`config.mk`:
```
export PLATFORM = sky130hd
export DESIGN_NAME = soda_dispense_sequencer_flat
export DESIGN_NICKNAME = d
export VERILOG_FILES = /design/src/rtl/soda_dispense_sequencer_pkg.sv /design/src/rtl/soda_dispense_sequencer_if.sv /design/src/rtl/soda_dispense_sequencer_sat_counter.sv /design/src/rtl/soda_dispense_sequencer.sv /design/src/flat_wrapper.sv
export SDC_FILE = /design/constraint.sdc
export NUM_CORES = 1
export LEC_CHECK = 0
export ABC_CLOCK_PERIOD_IN_PS = 3100
export BUFFER_PORTS_ARGS = -buffer_cell sky130_fd_sc_hd__buf_4
export CORE_MARGIN = 2
export CORE_UTILIZATION = 60
export CTS_CLUSTER_SIZE = 16
export DETAILED_ROUTE_END_ITERATION = 8
export GPL_TIMING_DRIVEN = 0
export MAX_ROUTING_LAYER = met4
export PLACE_DENSITY_LB_ADDON = 0.05
export RECOVER_POWER = 50
export SLEW_MARGIN = 30
export SYNTH_ARGS = -nofsm -noshare
export SYNTH_HDL_FRONTEND = slang
export SYNTH_SLANG_ARGS = --single-unit
```
`constraint.sdc`:
```
create_clock -name clk -period 3.1 [get_ports clk]
set_input_delay 0.465 -clock clk [delete_from_list [all_inputs] [get_ports clk]]
set_output_delay 0.465 -clock clk [all_outputs]
set_load 0.02 [all_outputs]
```
`src/rtl/soda_dispense_sequencer_pkg.sv`:
```
// Shared types for the soda machine: dispense sequencer state encoding and
// the sizing helper used to dimension its shared timer.
package soda_machine_types;

  typedef enum logic [2:0] {
    IDLE = 3'd0,
    POUR = 3'd1,
    EJ1  = 3'd2,
    EJ2  = 3'd3,
    GAP  = 3'd4
  } dispense_state_t;

  function automatic int max3(input int a, input int b, input int c);
    int m;
    m = (a > b) ? a : b;
    return (m > c) ? m : c;
  endfunction

endpackage

```
`src/rtl/soda_dispense_sequencer_if.sv`:
```
// Request/drive bundle between the soda_machine decision logic, the
// dispense sequencer and the valve/ejector hardware.
interface soda_dispense_sequencer_if;
  logic pour_req;
  logic change1_req;
  logic change2_req;
  logic change22_req;
  logic valve_open;
  logic eject1;
  logic eject2;
  logic busy;
  logic overflow;

  modport master (
    output pour_req, change1_req, change2_req, change22_req,
    input  valve_open, eject1, eject2, busy, overflow
  );

  modport slave (
    input  pour_req, change1_req, change2_req, change22_req,
    output valve_open, eject1, eject2, busy, overflow
  );
endinterface

```
`src/rtl/soda_dispense_sequencer_sat_counter.sv`:
```
// Pending-coin counter: adds 0..3 and removes 0..1 per edge as a net change,
// clamping at full scale and flagging units that did not fit.
module soda_sat_counter #(
  parameter int CNT_W = 3
) (
  input  logic             clk,
  input  logic             reset_n,
  input  logic [1:0]       inc,
  input  logic             dec,
  output logic [CNT_W-1:0] count,
  output logic             lost
);

  localparam int SUM_W = CNT_W + 2;
  localparam logic [SUM_W-1:0] MAXV = SUM_W'((1 << CNT_W) - 1);

  logic [SUM_W-1:0] sum;

  // dec is only issued for a non-zero count, so sum never wraps below zero
  assign sum  = SUM_W'(count) + SUM_W'(inc) - SUM_W'(dec);
  assign lost = (sum > MAXV);

  always_ff @(posedge clk or negedge reset_n) begin
    if (!reset_n) begin
      count <= '0;
    end else begin
      count <= lost ? MAXV[CNT_W-1:0] : sum[CNT_W-1:0];
    end
  end

endmodule

```
`src/rtl/soda_dispense_sequencer.sv`:
```
// Queues pour/change decisions and plays them out one at a time on the water
// valve and the two coin ejectors with fixed pulse and gap timing.
module soda_dispense_sequencer
  import soda_machine_types::*;
#(
  parameter int POUR_CYCLES = 20,
  parameter int EJECT_PULSE = 2,
  parameter int EJECT_GAP   = 3,
  parameter int CNT_W       = 3
) (
  input  logic                      clk,
  input  logic                      reset_n,
  soda_dispense_sequencer_if.slave  sif
);

  localparam int TMR_W = $clog2(max3(POUR_CYCLES, EJECT_PULSE, EJECT_GAP)) + 1;

  dispense_state_t  state;
  logic [TMR_W-1:0] timer;
  logic             pour_pend;
  logic             overflow_r;
  logic [CNT_W-1:0] pend1;
  logic [CNT_W-1:0] pend2;
  logic             lost1;
  logic             lost2;
  logic             take_pour;
  logic             take1;
  logic             take2;

  // IDLE picks from registered pending work only: pour, then value-1, then value-2
  assign take_pour = (state == IDLE) && pour_pend;
  assign take1     = (state == IDLE) && !pour_pend && (pend1 != '0);
  assign take2     = (state == IDLE) && !pour_pend && (pend1 == '0) && (pend2 != '0);

  soda_sat_counter #(.CNT_W(CNT_W)) u_pend1 (
    .clk     (clk),
    .reset_n (reset_n),
    .inc     ({1'b0, sif.change1_req}),
    .dec     (take1),
    .count   (pend1),
    .lost    (lost1)
  );

  // change22 weighs 2 and change2 weighs 1, so the pair is the binary increment
  soda_sat_counter #(.CNT_W(CNT_W)) u_pend2 (
    .clk     (clk),
    .reset_n (reset_n),
    .inc     ({sif.change22_req, sif.change2_req}),
    .dec     (take2),
    .count   (pend2),
    .lost    (lost2)
  );

  always_ff @(posedge clk or negedge reset_n) begin
    if (!reset_n) begin
      state      <= IDLE;
      timer      <= '0;
      pour_pend  <= 1'b0;
      overflow_r <= 1'b0;
    end else begin
      pour_pend <= sif.pour_req | (pour_pend & ~take_pour);
      if (lost1 || lost2 || (sif.pour_req && pour_pend && !take_pour))
        overflow_r <= 1'b1;
      unique case (state)
        IDLE: begin
          timer <= '0;
          if (take_pour) begin
            state <= POUR;
            timer <= TMR_W'(POUR_CYCLES - 1);
          end else if (take1) begin
            state <= EJ1;
            timer <= TMR_W'(EJECT_PULSE - 1);
          end else if (take2) begin
            state <= EJ2;
            timer <= TMR_W'(EJECT_PULSE - 1);
          end
        end
        POUR: begin
          if (timer == '0) state <= IDLE;
          else             timer <= timer - 1'b1;
        end
        EJ1, EJ2: begin
          if (timer == '0) begin
            state <= GAP;
            timer <= TMR_W'(EJECT_GAP - 1);
          end else begin
            timer <= timer - 1'b1;
          end
        end
        GAP: begin
          if (timer == '0) state <= IDLE;
          else             timer <= timer - 1'b1;
        end
        default: state <= IDLE;
      endcase
    end
  end

  assign sif.valve_open = (state == POUR);
  assign sif.eject1     = (state == EJ1);
  assign sif.eject2     = (state == EJ2);
  assign sif.busy       = (state != IDLE) || pour_pend || (pend1 != '0) || (pend2 != '0);
  assign sif.overflow   = overflow_r;

endmodule

```
`src/flat_wrapper.sv`:
```
// flat-port wrapper written by rule: the top's interface ports become plain ports
module soda_dispense_sequencer_flat import soda_machine_types::*;
#(
  parameter int POUR_CYCLES = 20,
  parameter int EJECT_PULSE = 2,
  parameter int EJECT_GAP   = 3,
  parameter int CNT_W       = 3
)
  (clk, reset_n, sif_pour_req, sif_change1_req, sif_change2_req, sif_change22_req, sif_valve_open, sif_eject1, sif_eject2, sif_busy, sif_overflow);
  soda_dispense_sequencer_if sif_i ();
  input  logic clk;
  input  logic reset_n;
  input wire logic [$bits(sif_i.pour_req)-1:0] sif_pour_req;
  input wire logic [$bits(sif_i.change1_req)-1:0] sif_change1_req;
  input wire logic [$bits(sif_i.change2_req)-1:0] sif_change2_req;
  input wire logic [$bits(sif_i.change22_req)-1:0] sif_change22_req;
  output wire logic [$bits(sif_i.valve_open)-1:0] sif_valve_open;
  output wire logic [$bits(sif_i.eject1)-1:0] sif_eject1;
  output wire logic [$bits(sif_i.eject2)-1:0] sif_eject2;
  output wire logic [$bits(sif_i.busy)-1:0] sif_busy;
  output wire logic [$bits(sif_i.overflow)-1:0] sif_overflow;
  assign sif_i.pour_req = sif_pour_req;
  assign sif_i.change1_req = sif_change1_req;
  assign sif_i.change2_req = sif_change2_req;
  assign sif_i.change22_req = sif_change22_req;
  assign sif_valve_open = sif_i.valve_open;
  assign sif_eject1 = sif_i.eject1;
  assign sif_eject2 = sif_i.eject2;
  assign sif_busy = sif_i.busy;
  assign sif_overflow = sif_i.overflow;
  soda_dispense_sequencer #(.POUR_CYCLES(POUR_CYCLES), .EJECT_PULSE(EJECT_PULSE), .EJECT_GAP(EJECT_GAP), .CNT_W(CNT_W)) u_core (.clk(clk), .reset_n(reset_n), .sif(sif_i));
endmodule
```
==> impl_metrics.csv <==
group,metric,value,unit
status,outcome,"finished, final reports clean",
timing,setup_tns,0,ns
logic_synthesis,synthAdderAreaFrac,11.11,%
logic_synthesis,synth_mux_area_share,0.8386,%
timing,tightestPinTransition,0.9082,ns
finish,syn_to_final_growth,10.80,%
route,routed_wirelength,2493,um
placed_design,place_ws,0.6852,ns
floorplanning,dieArea,2362,um2
placed_design,dp_hpwl,1968,um
cts,ctsHoldBuffers,0,
route,drt_iter0_drc,17,
cts,insertion_delay,0.29,ns
logic_synthesis,synthCells,127,
cts,clock_sinks,17,
finish,drive_gt1_share,15.60,%
placed_design,dp_cells,164,
worst_setup_path,crit_fanout,10,
logic_synthesis,synth_flop_cell,"dfrtp_1",
finish,final_area,1323,um2
worst_setup_path,endpoint_kind,"flip-flop",
cts,root_buffer,"clkbuf_4",
placed_design,placed_cell_area,1303,um2
route,drtAntennaViolNets,0,
power,total_power,0.001208,W
cts,cts_tree,"built",
cts,postCtsSetupRepairBufs,0,
timing,fin_ws,0.7921,ns
logic_synthesis,synth_top_family_by_area,"simple AND/OR/NAND/NOR gates",
power,p_leak,0.5834,nW
timing,setup_viol,0,
logic_synthesis,synth_compound_area_share,20.65,%
floorplanning,die_y,48.60,um
logic_synthesis,syn_avg_cell_area,9.399,um2
floorplanning,io_pins,11,
worst_setup_path,critPathRequiredTime,3.26,ns
floorplanning,die_w,48.60,um
finish,num_antenna_cells,0,
timing,grt_setup_unrepaired,"no",
finish,fin_cells,168,
global_route,track_usage,25.85,%
placed_design,numPortBuffers,10,
route,vias,1023,
placed_design,gp_congestion,0.8872,
cts,h-tree-depth,1,
route,remaining_drc_errors,0,
route,vias_per_cell,6.089,
cts,path_clk_slew,0.11,ns
cts,cts_max_path_buffers,2,
route,wire_per_inst,14.84,um
finish,nets,158,
min_path,hp-class,"in -> async",
timing,fin_crit_sh,74.45,%
worst_setup_path,rrSetupSlack,0.79,ns
worst_setup_path,cp.arrival,2.47,ns
floorplanning,core-area,1922,um2
route,drtPass1Iterations,4,
run,max_cap_viol_count,0,
global_route,grt_pass1_vias,1102,
floorplanning,row_count,16,
global_route,grt_pass1_wl,4671,um
logic_synthesis,synthArstFlopShare,100.0,%
power,p_per_area,913.1,nW/um2
logic_synthesis,syn_nets,143,
timing,slew_viol_final,0,
logic_synthesis,yosys_warnings,0,
timing,fin_crit,2.308,ns
worst_setup_path,criticalPathCategory,"reg -> reg",
logic_synthesis,synth-seq-cells,17,
logic_synthesis,synth-xor-area-share,2.935,%
logic_synthesis,yosysUniqueCellTypes,50,
logic_synthesis,seq_area_frac_synth,35.64,%
global_route,grt-ovfl-total,0,
floorplanning,initial_core_util,62.11,%
timing,clock_skew,0.007740,ns
power,vdd_drop_max,0.6060,mV
timing,final_hold_viol_count,0,
timing,slew_headroom,39.45,%
logic_synthesis,synth-edff-count,0,
global_route,antenna_found_initial,0,
cts,cts_resized,0,
logic_synthesis,syn_area,1194,um2
timing,fmax,433.3,MHz
global_route,grt_max_degree,18,
cts,cts_made_buffers,3,
logic_synthesis,synthSimpleGateAreaFrac,23.90,%
worst_setup_path,startpoint_type,"flip-flop",
[path summary, 6_finish.rpt]
path,startpoint,endpoint,depth (start not counted)
max in group asynchronous,reset_n,u_core.u_pend2.count[0],1
hold / removal,reset_n,u_core.timer[5],1
setup / recovery,u_core.state[0],u_core.sif.overflow,9
min in group clk,sif_pour_req,u_core.pour_pend,2
setup reg to reg,u_core.state[0],u_core.sif.overflow,9
hold reg to reg,u_core.timer[1],u_core.timer[1],1
[power by group]
part           total (W)  leakage, nW  internal (W)  switching [W]
combinational   0.000664        0.371      0.000309       0.000355
clock           0.000121       0.0177     0.0000480      0.0000728
sequential      0.000423        0.195      0.000319       0.000105
[sequential cells by signal, indices dropped and copies added, names as in the netlist]
register and cells:
u_core.state 3, u_core.timer 6, u_core.sif.overflow 1, u_core.u_pend2.count 3, u_core.pour_pend 1, u_core.u_pend1.count 3
[metrics by stage]
stage          hold WS (ns)  util [%]
2_1_floorplan        0.1694         -
3_3_place_gp         0.3394     67.77
3_5_place_dp         0.3420     67.77
4_1_cts             0.02107     69.21
5_1_grt              0.3544     68.82
6_report             0.2663     68.82
[cell usage after synthesis (2+ instances only)]
library cell	n	area (um2)
o21ai_0	5	25.02
and3_1	3	18.77
dfrtp_1	17	425.4
nor2_1	7	26.28
a21boi_0	2	15.01
o21bai_1	2	15.01
xor2_1	2	17.52
nand3b_1	3	22.52
buf_2	2	10.01
nand4_1	2	12.51
nor3_1	5	25.02
o211ai_1	2	15.01
ha_1	9	112.6
a21oi_1	5	25.02
nand3_1	2	10.01
nand2b_1	2	12.51
nand2_1	8	30.03
xnor2_1	2	17.52
a41oi_1	2	17.52
a31oi_1	3	18.77
or3_1	2	12.51
inv_1	9	33.78
nor2b_1	3	18.77
and2_1	2	12.51
[cell families (layout without fill, tap and decap cells)]
kind of cell	Yosys count	count (layout)
multiplexers	1	1
adder cells (fa/ha/maj)	10	10
buffers and inverters	13	27
AO/OA/AOI/OAI	34	34
flip-flops	17	17
AND/OR/NAND/NOR	48	48
XOR/XNOR	4	4
[layout make-up]
cell class / count / area [um2]
fillers: 169 / 599.3
plain buffers: 4 / 25.02
clock buffers: 3 / 22.52
multi-input cells: 97 / 709.4
repair buffers: 10 / 67.56
clock inverters: 1 / 5.005
flip-flops and latches: 17 / 425.4
well taps: 27 / 33.78
inverters: 9 / 33.78
[routing by layer]
layer / routed length [um] / track usage, %
met1: 1104 / 30.57
met2: 1305 / 46.12
met3: 56 / 2.778
met4: 27 / 8.095
met5: 0 / -
[worst max-delay path, cell delays in order (launching register included)]
cell and delay [ns]:
dfrtp_1 0.40, buf_6 0.14, nor4_2 0.40, nand2_1 0.09
nor2_1 0.12, ha_1 0.18, nand2b_1 0.11, or2_2 0.28
mux2i_1 0.30, o211ai_1 0.16
[layout by cell type, fill, tap and decap left out, types with 2 or more instances in the layout]
| cell type | count |
|---|---|
| nor2b_1 | 3 |
| and2_1 | 2 |
| nand3b_1 | 3 |
| nor3_1 | 5 |
| nand2b_1 | 2 |
| inv_1 | 9 |
| nor2_1 | 7 |
| o21ai_0 | 5 |
| nand3_1 | 2 |
| a31oi_1 | 3 |
| xnor2_1 | 2 |
| or3_1 | 2 |
| ha_1 | 9 |
| and3_1 | 3 |
| nand2_1 | 8 |
| clkbuf_4 | 3 |
| o211ai_1 | 2 |
| o21bai_1 | 2 |
| xor2_1 | 2 |
| buf_4 | 8 |
| nand4_1 | 2 |
| a41oi_1 | 2 |
| dfrtp_1 | 17 |
| clkbuf_1 | 3 |
| a21boi_0 | 2 |
| a21oi_1 | 5 |
| buf_2 | 2 |
Power figures use the tool's default switching activity.
